--- config.mk ---
export PLATFORM = sky130hd
export DESIGN_NAME = tank_move_probe
export DESIGN_NICKNAME = d
export VERILOG_FILES = /design/src/rtl/tank_pkg.sv /design/src/rtl/tank_edge_gen.sv /design/src/rtl/tank_move_probe.sv
export SDC_FILE = /design/constraint.sdc
export NUM_CORES = 1
export LEC_CHECK = 0
export ABC_AREA = 1
export CAP_MARGIN = 30
export CORE_MARGIN = 4
export CORE_UTILIZATION = 45
export CTS_BUF_LIST = sky130_fd_sc_hd__clkbuf_8
export CTS_CLUSTER_DIAMETER = 50
export DETAILED_ROUTE_END_ITERATION = 7
export PLACE_DENSITY = 0.65
export SYNTH_ARGS = -nofsm -noshare
export SYNTH_HDL_FRONTEND = slang
export SYNTH_SLANG_ARGS = --single-unit
--- constraint.sdc ---
create_clock -name clk -period 3.65 [get_ports clk]
set_input_delay 0.73 -clock clk [delete_from_list [all_inputs] [get_ports clk]]
set_output_delay 0.73 -clock clk [all_outputs]
set_load 0.02 [all_outputs]
--- src/rtl/tank_pkg.sv ---
// Shared tank/map types: direction and probe FSM encodings plus playfield size
// used by the map, the renderer and the movement probe.
package tank_pkg;

    localparam int MAP_W = 200;
    localparam int MAP_H = 144;

    typedef enum logic [1:0] {
        UP    = 2'd0,
        DOWN  = 2'd1,
        LEFT  = 2'd2,
        RIGHT = 2'd3
    } dir_e;

    typedef enum logic [2:0] {
        IDLE  = 3'd0,
        CALC  = 3'd1,
        PROBE = 3'd2,
        DRAIN = 3'd3,
        DONE  = 3'd4
    } state_e;

endpackage

--- src/rtl/tank_edge_gen.sv ---
// Maps a candidate position, direction and edge index to the leading-edge pixel
// that must be free for the move to be legal.
module tank_edge_gen
    import tank_pkg::*;
#(
    parameter int TANK_SZ = 8
) (
    input  dir_e       dir,
    input  logic [7:0] cx,
    input  logic [7:0] cy,
    input  logic [7:0] idx,
    output logic [7:0] px,
    output logic [7:0] py
);

    always_comb begin
        px = cx;
        py = cy;
        case (dir)
            UP: px = cx + idx;
            DOWN: begin
                px = cx + idx;
                py = cy + 8'(TANK_SZ - 1);
            end
            LEFT: py = cy + idx;
            RIGHT: begin
                px = cx + 8'(TANK_SZ - 1);
                py = cy + idx;
            end
            default: ;
        endcase
    end

endmodule

--- src/rtl/tank_move_probe.sv ---
// Tank movement arbiter: bounds-checks a move, scans the leading edge against the
// map's registered wall port, then commits or rejects. Option: PROBE_EARLY_ABORT_EN.
module tank_move_probe
    import tank_pkg::*;
#(
    parameter int TANK_SZ = 8,
    parameter int STEP    = 1,
    parameter int MAP_W   = tank_pkg::MAP_W,
    parameter int MAP_H   = tank_pkg::MAP_H,
    parameter int INIT_X  = 10,
    parameter int INIT_Y  = 10
) (
    input  logic       clk,
    input  logic       rstn,
    input  logic       move_req,
    input  logic [1:0] move_dir,
    output logic       busy,
    output logic       probe_valid,
    output logic [7:0] probe_x,
    output logic [7:0] probe_y,
    input  logic       probe_wall,
    output logic       done,
    output logic       move_ok,
    output logic [7:0] pos_x,
    output logic [7:0] pos_y
);

    state_e     state, state_nx;
    dir_e       dir_q;
    logic [7:0] cx_q, cy_q, cand_x, cand_y;
    logic [7:0] idx, idx_nx;
    logic       hit, hit_nx;
    logic       bounds_rej, load_probe;
    logic [8:0] far_x, far_y;
    logic [7:0] eg_cx, eg_cy, eg_idx, eg_px, eg_py;

    // 9-bit far-edge sums keep the bounds test free of 8-bit wrap
    always_comb begin
        far_x      = {1'b0, pos_x} + 9'(TANK_SZ - 1 + STEP);
        far_y      = {1'b0, pos_y} + 9'(TANK_SZ - 1 + STEP);
        cand_x     = pos_x;
        cand_y     = pos_y;
        bounds_rej = 1'b0;
        case (dir_q)
            UP: begin
                cand_y     = pos_y - 8'(STEP);
                bounds_rej = ({1'b0, pos_y} < 9'(STEP));
            end
            DOWN: begin
                cand_y     = pos_y + 8'(STEP);
                bounds_rej = (far_y >= 9'(MAP_H));
            end
            LEFT: begin
                cand_x     = pos_x - 8'(STEP);
                bounds_rej = ({1'b0, pos_x} < 9'(STEP));
            end
            RIGHT: begin
                cand_x     = pos_x + 8'(STEP);
                bounds_rej = (far_x >= 9'(MAP_W));
            end
            default: ;
        endcase
    end

    // Query 0 is generated from the live candidate in CALC so it is on the port one edge later
    assign eg_cx  = (state == CALC) ? cand_x : cx_q;
    assign eg_cy  = (state == CALC) ? cand_y : cy_q;
    assign eg_idx = (state == CALC) ? 8'd0 : idx + 8'd1;

    tank_edge_gen #(.TANK_SZ(TANK_SZ)) u_edge_gen (
        .dir (dir_q),
        .cx  (eg_cx),
        .cy  (eg_cy),
        .idx (eg_idx),
        .px  (eg_px),
        .py  (eg_py)
    );

    always_comb begin
        state_nx   = state;
        hit_nx     = hit;
        idx_nx     = idx;
        load_probe = 1'b0;
        case (state)
            IDLE: if (move_req) state_nx = CALC;
            CALC: begin
                if (bounds_rej) begin
                    // Rejects pass through DRAIN so their done lands on the same edge budget as a probe setup
                    hit_nx   = 1'b1;
                    state_nx = DRAIN;
                end else begin
                    hit_nx     = 1'b0;
                    idx_nx     = 8'd0;
                    load_probe = 1'b1;
                    state_nx   = PROBE;
                end
            end
            PROBE: begin
                if (idx != 8'd0) hit_nx = hit | probe_wall;
                if (idx == 8'(TANK_SZ - 1)) begin
                    state_nx = DRAIN;
                end else begin
                    idx_nx     = idx + 8'd1;
                    load_probe = 1'b1;
                end
`ifdef PROBE_EARLY_ABORT_EN
                if ((idx != 8'd0) && probe_wall) begin
                    state_nx   = DONE;
                    load_probe = 1'b0;
                end
`endif
            end
            DRAIN: begin
                hit_nx   = hit | probe_wall;
                state_nx = DONE;
            end
            DONE:    state_nx = IDLE;
            default: state_nx = IDLE;
        endcase
    end

    always_ff @(posedge clk or negedge rstn) begin
        if (!rstn) begin
            state       <= IDLE;
            idx         <= 8'd0;
            hit         <= 1'b0;
            probe_valid <= 1'b0;
            probe_x     <= 8'd0;
            probe_y     <= 8'd0;
            pos_x       <= 8'(INIT_X);
            pos_y       <= 8'(INIT_Y);
        end else begin
            state       <= state_nx;
            idx         <= idx_nx;
            hit         <= hit_nx;
            probe_valid <= load_probe;
            if (load_probe) begin
                probe_x <= eg_px;
                probe_y <= eg_py;
            end
            if ((state_nx == DONE) && !hit_nx) begin
                pos_x <= cx_q;
                pos_y <= cy_q;
            end
        end
    end

    always_ff @(posedge clk) begin
        if ((state == IDLE) && move_req) dir_q <= dir_e'(move_dir);
        if (state == CALC) begin
            cx_q <= cand_x;
            cy_q <= cand_y;
        end
    end

    assign busy    = (state != IDLE);
    assign done    = (state == DONE);
    assign move_ok = done && !hit;

endmodule

==> out/qor.log, run 1 <==
qor: run_status.outcome finished, final reports clean
qor: setup_path.worst_setup_path_end_kind flop
qor: power.power_dens_cells 991 nW/um^2
qor: global_routing.global_route.usage.total 0.217
qor: route.drt-wirelength-per-cell 14.7 microns
qor: global_routing.grt_start_max_net_pins 24
qor: sta.max_slew_margin 0.594
qor: setup_path.critPathLaunchType flop
qor: synthesis.synth_top_area_share 0.238
qor: setup_path.timing.critical_path.mode_cell sky130_fd_sc_hd__nand2_1
qor: power.peak_vdd_ir 0.000407 V
qor: die.io-pin-count 42
qor: sta.fin_tns_setup 0 ns
qor: place.numPlacedInstances 772
qor: final_layout.insertedDiodeCount 0
qor: global_routing.first_pass_grt_wire_length 19,300 microns
qor: synthesis.mappedNetlistNets 647
qor: setup_path.cp_cell_sequence inv_1 > ha_1 > nand3_1 > nor2_1 > xor2_1 > nand2_1 > a21boi_0 > ha_1 > a21oi_1 > a21boi_0 > nand2_1 > nand2_1 > nand2_1 > nand2_1 > inv_1 > nand2_1 > nand2_1 > nand2_1 > nand2_1
qor: synthesis.netlist-cell-type-count 40
qor: final_layout.stdcell_count 788
qor: clocking.deepest_level_of_the_cts_h_tree 3
qor: global_routing.overflow 0
qor: setup_path.setup.worst_path.start pos_x[0]
qor: sta.hold_violations 0
qor: sta.setup_viol 0
qor: clocking.worst_setup_hold_path_clk_slew 0.09 ns
qor: setup_path.timing.critical_path.required 3.90 ns
qor: die.floorplan.die_area 11,200 sq um
qor: sta.timing.clock.skew 0.0203 ns
qor: place.place_congestion 0.876
qor: clocking.cts_tree built
qor: route.vias_per_cell 5.13
qor: power.power_leakage 2.54 nW
qor: die.die_y 106 microns
qor: setup_path.critPathTopFamily simple AND/OR/NAND/NOR gates
qor: sta.fin_hold_ws 0.351 ns
qor: final_layout.layout.nets 689
qor: clocking.cts_hold_repair.buffers 0
qor: sta.finalWorstSetupSlack 0.408 ns
qor: setup_path.cp_num_buf_inv 2
qor: die.effective_utilization_at_floorplan 0.463
qor: clocking.number_of_clock_sinks 63
qor: synthesis.synthTopCellsByArea sky130_fd_sc_hd__dfrtp_1 (24%), sky130_fd_sc_hd__nand2_1 (19%), sky130_fd_sc_hd__ha_1 (7.9%)
qor: final_layout.layout-drive-gt1-share 0.0880
qor: sta.final.min_clock_period 3.24 ns
qor: sta.layout_worst_path_cycle_share 0.888
qor: synthesis.synth-edff-count 2
qor: route.postRouteWirelength 11,600 microns
qor: global_routing.initial_antenna_violation_count 0
qor: place.io_buffers 41
qor: setup_path.regToRegSetupSlack 0.41 ns
qor: hold_path.hold_path_class in2async
qor: setup_path.slowest_stage sky130_fd_sc_hd__a21boi_0
qor: clocking.insertion_delay 0.37 ns
qor: die.placeableCoreArea 9280 sq um
qor: synthesis.synth-warning-count 0
qor: setup_path.r2r_start pos_x[0]
qor: power.power.total 5.05 mW
qor: route.drt_iter0_markers 230
qor: synthesis.syn_area_per_cell 7.03 sq um
qor: route.remaining_drc_errors 0
qor: setup_path.timing.setup.critical_path_class reg2reg
qor: clocking.cts_made_buffers 9
qor: die.floorplan.rows 35
qor: sta.fmax 308 MHz
qor: synthesis.synth.cell_area 4300 sq um
qor: setup_path.critPathArrivalTime 3.49 ns
qor: setup_path.crit_fanout 6
qor: route.drtPass1Iterations 5
qor: sta.tightestPinTransition 0.604 ns
qor: synthesis.postSynth.asyncResetShare 0.714
qor: synthesis.synth.yosys.seq_area_share 0.351
qor: final_layout.syn_to_final_growth 18.3%
qor: synthesis.postSynthRegisterBits 63
qor: place.dp_hpwl 8500 microns
qor: setup_path.maximum_cell_stage_delay_along_the_critical_path 0.51 ns
qor: flow_run.drv.max_cap_violation_count 0
qor: die.width_of_the_die 106 microns
qor: clocking.clockRootBuffer sky130_fd_sc_hd__clkbuf_8
qor: sta.report.final.slew_viol_count 0
qor: synthesis.netlist.top_cell.by_area sky130_fd_sc_hd__dfrtp_1
qor: synthesis.synth_cells 612
qor: clocking.cts-root-to-sink-buffers 2
qor: global_routing.grt_pass1_vias 3,811
qor: route.via_count 4,046
qor: route.antenna_violating_nets_left 0
qor: sta.grt_setup_unrepaired no
qor: synthesis.synth_top_flop_cell sky130_fd_sc_hd__dfrtp_1
qor: place.pre_cts_slack 0.399 ns
[metrics by stage]
step,util,cell area (sq um)
6_report,0.549,5090
5_1_grt,0.549,5090
4_1_cts,0.549,5090
3_5_place_dp,0.521,4840
3_3_place_gp,0.519,4820
2_1_floorplan,-,4300
[cells in the mapped netlist, types with 4 or more instances]
master                       n
sky130_fd_sc_hd__a21boi_0    8
sky130_fd_sc_hd__a21oi_1    21
sky130_fd_sc_hd__buf_2       5
sky130_fd_sc_hd__buf_4       4
sky130_fd_sc_hd__clkbuf_1    6
sky130_fd_sc_hd__dfrtp_1    41
sky130_fd_sc_hd__dfstp_2     4
sky130_fd_sc_hd__dfxtp_1    16
sky130_fd_sc_hd__ha_1       27
sky130_fd_sc_hd__inv_1      53
sky130_fd_sc_hd__inv_2       6
sky130_fd_sc_hd__nand2_1   219
sky130_fd_sc_hd__nand3_1    59
sky130_fd_sc_hd__nand4_1    10
sky130_fd_sc_hd__nor2_1     33
sky130_fd_sc_hd__nor3_1      5
sky130_fd_sc_hd__o21ai_0    27
sky130_fd_sc_hd__o21ai_1     8
sky130_fd_sc_hd__or2_2      13
sky130_fd_sc_hd__xor2_1     12
[timing repair]
| action | in CTS | in global routing |
|---|---|---|
| endpoints found under the setup margin | 0 | 1 |
| buffers inserted | 0 | 0 |
| resized for setup | 0 | 1 |
[sequential cells by signal, indices dropped and copies added (netlist names)]
register and count:
hit 1, dir_q 2, probe_y 8, probe_x 8, probe_valid 1, cy_q 8
pos_x 8, state 3, cx_q 8, pos_y 8, idx 8
[report_power, final]
group | internal [mW] | switching (mW)
Clock | 0.477 | 0.310
Sequential | 1.02 | 0.297
Combinational | 1.11 | 1.84
[final timing paths]
path | to | cells past startpoint
setup / recovery | probe_x[7] | 19
hold / removal | idx[3] | 1
setup reg to reg | probe_x[7] | 19
hold reg to reg | pos_x[1] | 2
max in group asynchronous | pos_x[3] | 2
min in group clk | pos_x[1] | 2
[cells in the final DEF (no fill, tap or decap), types with 2 or more instances in the layout]
cell | Yosys | routed
sky130_fd_sc_hd__nand2_2 | 3 | 3
sky130_fd_sc_hd__a21oi_1 | 21 | 21
sky130_fd_sc_hd__nand3_1 | 59 | 59
sky130_fd_sc_hd__nand2_1 | 219 | 219
sky130_fd_sc_hd__nand3_2 | 3 | 3
sky130_fd_sc_hd__xor2_1 | 12 | 12
sky130_fd_sc_hd__nand4_1 | 10 | 10
sky130_fd_sc_hd__clkdlybuf4s50_1 | 0 | 40
sky130_fd_sc_hd__fa_1 | 2 | 2
sky130_fd_sc_hd__dfstp_2 | 4 | 4
sky130_fd_sc_hd__o22ai_1 | 2 | 2
sky130_fd_sc_hd__a31oi_1 | 3 | 3
sky130_fd_sc_hd__dfrtp_1 | 41 | 41
sky130_fd_sc_hd__mux2_2 | 2 | 2
sky130_fd_sc_hd__clkbuf_8 | 0 | 10
sky130_fd_sc_hd__inv_1 | 53 | 53
sky130_fd_sc_hd__nor2_1 | 33 | 33
sky130_fd_sc_hd__o21ai_0 | 27 | 26
sky130_fd_sc_hd__a21boi_0 | 8 | 8
sky130_fd_sc_hd__inv_2 | 6 | 6
sky130_fd_sc_hd__xnor2_1 | 2 | 2
sky130_fd_sc_hd__bufinv_16 | 0 | 3
sky130_fd_sc_hd__dfxtp_1 | 16 | 16
sky130_fd_sc_hd__o21a_1 | 3 | 3
sky130_fd_sc_hd__buf_4 | 4 | 5
sky130_fd_sc_hd__or2_2 | 13 | 13
sky130_fd_sc_hd__nor3b_1 | 2 | 2
sky130_fd_sc_hd__ha_1 | 27 | 27
sky130_fd_sc_hd__and2_1 | 2 | 2
sky130_fd_sc_hd__clkinv_4 | 0 | 2
sky130_fd_sc_hd__nor3_1 | 5 | 5
sky130_fd_sc_hd__o21ai_1 | 8 | 9
sky130_fd_sc_hd__edfxtp_1 | 2 | 2
[kinds of logic (layout without fill, tap and decap cells)]
family / Yosys count / count (layout) / share of synthesized area
AOI/OAI and AO/OA: 76 / 76 / 0.0992
xor gates and xnor gates: 14 / 14 / 0.0285
adders and majority gates: 29 / 29 / 0.0878
buffers and inverters: 75 / 122 / 0.0721
DFF: 63 / 63 / 0.351
muxes: 2 / 2 / 0.00523
and+or+nand+nor: 353 / 353 / 0.356
[cell type report]
| type | instances | area (sq um) |
|---|---|---|
| Tap cell | 129 | 161 |
| Sequential cell | 63 | 1510 |
| Fill cell | 929 | 4190 |
| Clock buffer | 10 | 138 |
| Clock inverter | 6 | 116 |
| Multi-Input combinational cell | 474 | 2480 |
| Inverter | 59 | 221 |
| Timing Repair Buffer | 47 | 463 |
[routing by layer]
layer / GRT usage / vias up / routed length [microns]
met5: 0 / - / 0
met4: 0.0620 / 0 / 137
met3: 0.0465 / 13 / 562
met2: 0.328 / 93 / 5110
met1: 0.312 / 1869 / 5780
li1: - / 2071 / -
Power figures use the tool's default switching activity.
==> run 2, diff against run 1 <==
--- a/config.mk
+++ b/config.mk
@@ -7,3 +7,2 @@
 export LEC_CHECK = 0
-export ABC_AREA = 1
 export CAP_MARGIN = 30
==> constraint.sdc (replaced) <==
create_clock -name clk -period 3.65 [get_ports clk]
set_input_delay 0.9125 -clock clk [delete_from_list [all_inputs] [get_ports clk]]
set_output_delay 0.9125 -clock clk [all_outputs]
set_load 0.02 [all_outputs]
==> run 2 against run 1 <==
Combinational power is 1% higher; non-clock buffer count increased by 15; area after synthesis fell by 0.58%; largest power group unchanged.
==> out/qor.log, run 2 <==
qor: sta.fmax 291 MHz [-5.7%]
qor: setup_path.cp_num_buf_inv 1 [-1]
qor: final_layout.insertedDiodeCount 0 [unchanged]
qor: clocking.worst_setup_hold_path_clk_slew 0.07 ns [-0.02 ns]
qor: setup_path.worst_setup_path_end_kind flop
qor: final_layout.syn_to_final_growth 19.5%
qor: power.power_dens_cells 975 nW/um^2 [-1.6%]
qor: run_status.outcome finished, final reports clean
qor: setup_path.critPathTopFamily simple AND/OR/NAND/NOR gates
qor: global_routing.overflow 0 [unchanged]
qor: die.width_of_the_die 106 microns [-0.27%]
qor: clocking.number_of_clock_sinks 63 [unchanged]
qor: sta.setup_viol 0 [unchanged]
qor: final_layout.layout.nets 545 [-21%]
qor: route.drt_iter0_markers 162 [-30%]
qor: die.placeableCoreArea 9240 sq um [-0.47%]
qor: die.floorplan.rows 35 [unchanged]
qor: synthesis.netlist.top_cell.by_area sky130_fd_sc_hd__dfrtp_1
qor: synthesis.synth.most_common_cell sky130_fd_sc_hd__nand2_1
qor: synthesis.netlist-cell-type-count 64 [+60%]
qor: place.numPlacedInstances 628 [-19%]
qor: clocking.deepest_level_of_the_cts_h_tree 3 [unchanged]
qor: place.dp_hpwl 7570 microns [-11%]
qor: hold_path.hold_path_class reg2reg
qor: setup_path.regToRegSetupSlack 0.21 ns [-0.20 ns]
qor: global_routing.initial_antenna_violation_count 0 [unchanged]
qor: power.peak_vdd_ir 0.000542 V [+33%]
qor: final_layout.stdcell_count 644 [-18%]
qor: sta.finalWorstSetupSlack 0.210 ns [-0.198 ns]
qor: clocking.cts_tree built
qor: final_layout.final_area 5110 sq um [+0.37%]
qor: synthesis.postSynth.asyncResetShare 0.714 [unchanged]
qor: route.drtPass1Iterations 4 [-1]
qor: clocking.clockRootBuffer sky130_fd_sc_hd__clkbuf_8
qor: setup_path.timing.critical_path.required 3.88 ns [-0.02 ns]
qor: setup_path.critPathArrivalTime 3.66 ns [+0.17 ns]
qor: setup_path.slowest_stage sky130_fd_sc_hd__dfstp_2
qor: place.io_buffers 41 [unchanged]
qor: setup_path.critPathLaunchType flop
qor: final_layout.layout.cells.most_common_list sky130_fd_sc_hd__nand2_1 (46), sky130_fd_sc_hd__dfrtp_1 (41), sky130_fd_sc_hd__clkdlybuf4s50_1 (40), sky130_fd_sc_hd__nor2_1 (36), sky130_fd_sc_hd__inv_1 (28)
qor: route.vias_per_cell 5.44 [+6.0%]
qor: hold_path.worst_hold_startpoint cx_q[2]
qor: synthesis.syn_area_per_cell 9.18 sq um [+31%]
qor: clocking.insertion_delay 0.34 ns [-0.03 ns]
qor: place.place_congestion 0.956 [+9.1%]
qor: sta.tightestPinTransition 0.786 ns [+0.182 ns]
qor: flow_run.drv.max_cap_violation_count 0 [unchanged]
qor: synthesis.synth.cell_area 4280 sq um [-0.58%]
qor: setup_path.timing.setup.critical_path_class reg2reg
qor: power.power.total 4.99 mW [-1.3%]
qor: power.power_leakage 2.22 nW [-12%]
qor: synthesis.synth_top_area_share 0.240 [+0.00139]
qor: global_routing.grt_start_max_net_pins 27 [+13%]
qor: setup_path.r2r_cells 12 [-7]
qor: clocking.cts_hold_repair.buffers 0 [unchanged]
qor: synthesis.synthTopCellsByArea sky130_fd_sc_hd__dfrtp_1 (24%), sky130_fd_sc_hd__ha_1 (7.9%), sky130_fd_sc_hd__dfxtp_1 (7.5%)
qor: die.io-pin-count 42 [unchanged]
qor: synthesis.postSynthRegisterBits 63 [unchanged]
qor: place.placed_cell_area 4890 sq um [+1.1%]
qor: sta.hold_violations 0 [unchanged]
qor: sta.final.min_clock_period 3.44 ns [+0.198 ns]
qor: place.pre_cts_slack 0.194 ns [-0.205 ns]
qor: sta.max_slew_margin 0.475 [-0.119]
qor: global_routing.first_pass_grt_wire_length 17,100 microns [-12%]
qor: synthesis.mappedNetlistNets 501 [-23%]
qor: sta.fin_hold_ws 0.466 ns [+0.115 ns]
qor: die.floorplan.die_area 11,100 sq um [-0.54%]
qor: clocking.cts_made_buffers 9 [unchanged]
qor: synthesis.synth.yosys.seq_area_share 0.353 [+0.00205]
qor: setup_path.reg2reg_to probe_y[7]
qor: final_layout.layout.cells.most_common sky130_fd_sc_hd__nand2_1
qor: clocking.post-cts-setup-buffer-count 0 [unchanged]
qor: setup_path.r2r_start pos_y[3]
qor: clocking.cts.repair.resized 0 [unchanged]
qor: sta.timing.clock.skew 0.0115 ns [-0.00886 ns]
qor: synthesis.ys_top_cells_by_count sky130_fd_sc_hd__nand2_1 (46), sky130_fd_sc_hd__dfrtp_1 (41), sky130_fd_sc_hd__nor2_1 (36)
qor: route.via_count 3,506 [-13%]
qor: global_routing.grt_pass1_vias 3,422 [-10%]
qor: hold_path.worst_hold_path.num_cells 1
qor: final_layout.layout-drive-gt1-share 0.128 [+0.0401]
qor: global_routing.global_route.usage.total 0.188 [-0.0288]
qor: route.drt-wirelength-per-cell 15.8 microns [+7.4%]
qor: setup_path.cp_cell_sequence inv_1 > ha_1 > o31a_1 > o32a_1 > or3_1 > a31oi_2 > ha_1 > or3_1 > and4b_1 > mux2i_1 > xnor2_1 > mux2_4
qor: synthesis.synth-edff-count 2 [unchanged]
qor: final_layout.fin_util 0.553 [+0.00463]
qor: hold_path.hold_end pos_x[2]
qor: die.effective_utilization_at_floorplan 0.463 [-0.000512]
qor: route.antenna_violating_nets_left 0 [unchanged]
qor: synthesis.synth_top_flop_cell sky130_fd_sc_hd__dfrtp_1
qor: sta.grt_setup_unrepaired no
qor: setup_path.maximum_cell_stage_delay_along_the_critical_path 0.64 ns [+0.13 ns]
qor: route.postRouteWirelength 10,200 microns [-12%]
qor: setup_path.crit_fanout 11 [+5]
qor: clocking.cts-root-to-sink-buffers 2 [unchanged]
qor: synthesis.synth_cells 466 [-24%]
qor: synthesis.synth-warning-count 0 [unchanged]
qor: route.remaining_drc_errors 0 [unchanged]
qor: sta.report.final.slew_viol_count 0 [unchanged]
qor: sta.fin_tns_setup 0 ns [unchanged]
qor: sta.layout_worst_path_cycle_share 0.942 [+0.0541]
qor: die.die_y 106 microns [-0.27%]
## run 2: changes by cell type in the layout (fill, tap and decap cells not counted), sizes merged, moves of 8 or more
| cell | before | now |
|---|---|---|
| nand2 | 222 | 46 |
| nand3 | 62 | 11 |
| inv | 60 | 29 |
| mux2 | 2 | 33 |
| xnor2 | 2 | 19 |
| buf | 7 | 22 |
| mux2i | 0 | 15 |
| or2 | 13 | 1 |
| o21ai | 35 | 27 |
## run 2: per-layer routing
layer / GRT usage / up-vias / share of wire
li1: - / 1737 / -
met3: 0.0331 / 15 / 0.045
met2: 0.282 / 89 / 0.45
met5: 0 / - / 0
met4: 0.0509 / 0 / 0.012
met1: 0.279 / 1665 / 0.49
## run 2: where the power goes
part           switching, mW  internal, mW
clock network          0.268         0.396
logic                   1.55          1.44
registers              0.323          1.00
## run 2: area by class of cell
| cell class | count | area [sq um] |
|---|---|---|
| multi-input combinational | 346 | 2540 |
| sequential | 63 | 1510 |
| clock inverter | 6 | 77.6 |
| tap | 129 | 161 |
| clock buffer | 10 | 138 |
| inverter | 28 | 105 |
| timing repair buffer | 62 | 576 |
| fill | 819 | 4130 |
## run 2: logic make-up (layout without fill, tap and decap cells)
family	count (synthesis)	after routing	share of synthesized area
AOI/OAI and AO/OA	89	89	0.140
xor gates and xnor gates	28	28	0.0573
adders and majority gates	29	29	0.0883
buffers and inverters	57	106	0.0538
DFF	63	63	0.353
muxes	48	48	0.128
and+or+nand+nor	152	152	0.179
## run 2: worst register-to-register path, cell delays in order, from the launching register on
cell and delay [ns]:
sky130_fd_sc_hd__dfstp_2 0.64, sky130_fd_sc_hd__inv_1 0.10, sky130_fd_sc_hd__ha_1 0.20, sky130_fd_sc_hd__o31a_1 0.11, sky130_fd_sc_hd__o32a_1 0.30, sky130_fd_sc_hd__or3_1 0.33, sky130_fd_sc_hd__a31oi_2 0.27, sky130_fd_sc_hd__ha_1 0.32
sky130_fd_sc_hd__or3_1 0.37, sky130_fd_sc_hd__and4b_1 0.21, sky130_fd_sc_hd__mux2i_1 0.15, sky130_fd_sc_hd__xnor2_1 0.08, sky130_fd_sc_hd__mux2_4 0.25
## run 2: worst max-delay path by stage
stage | slack, ns | from | endpoint | cells after the start
after floorplan | 0.16 | pos_y[3] | probe_y[7] | 13
after global placement | 0.28 | pos_y[3] | probe_y[7] | 12
after detailed placement | 0.19 | pos_y[3] | probe_y[7] | 12
after CTS | 0.16 | pos_y[3] | probe_y[7] | 12
after global routing | 0.04 | pos_y[3] | probe_y[7] | 12
final | 0.21 | pos_y[3] | probe_y[7] | 12
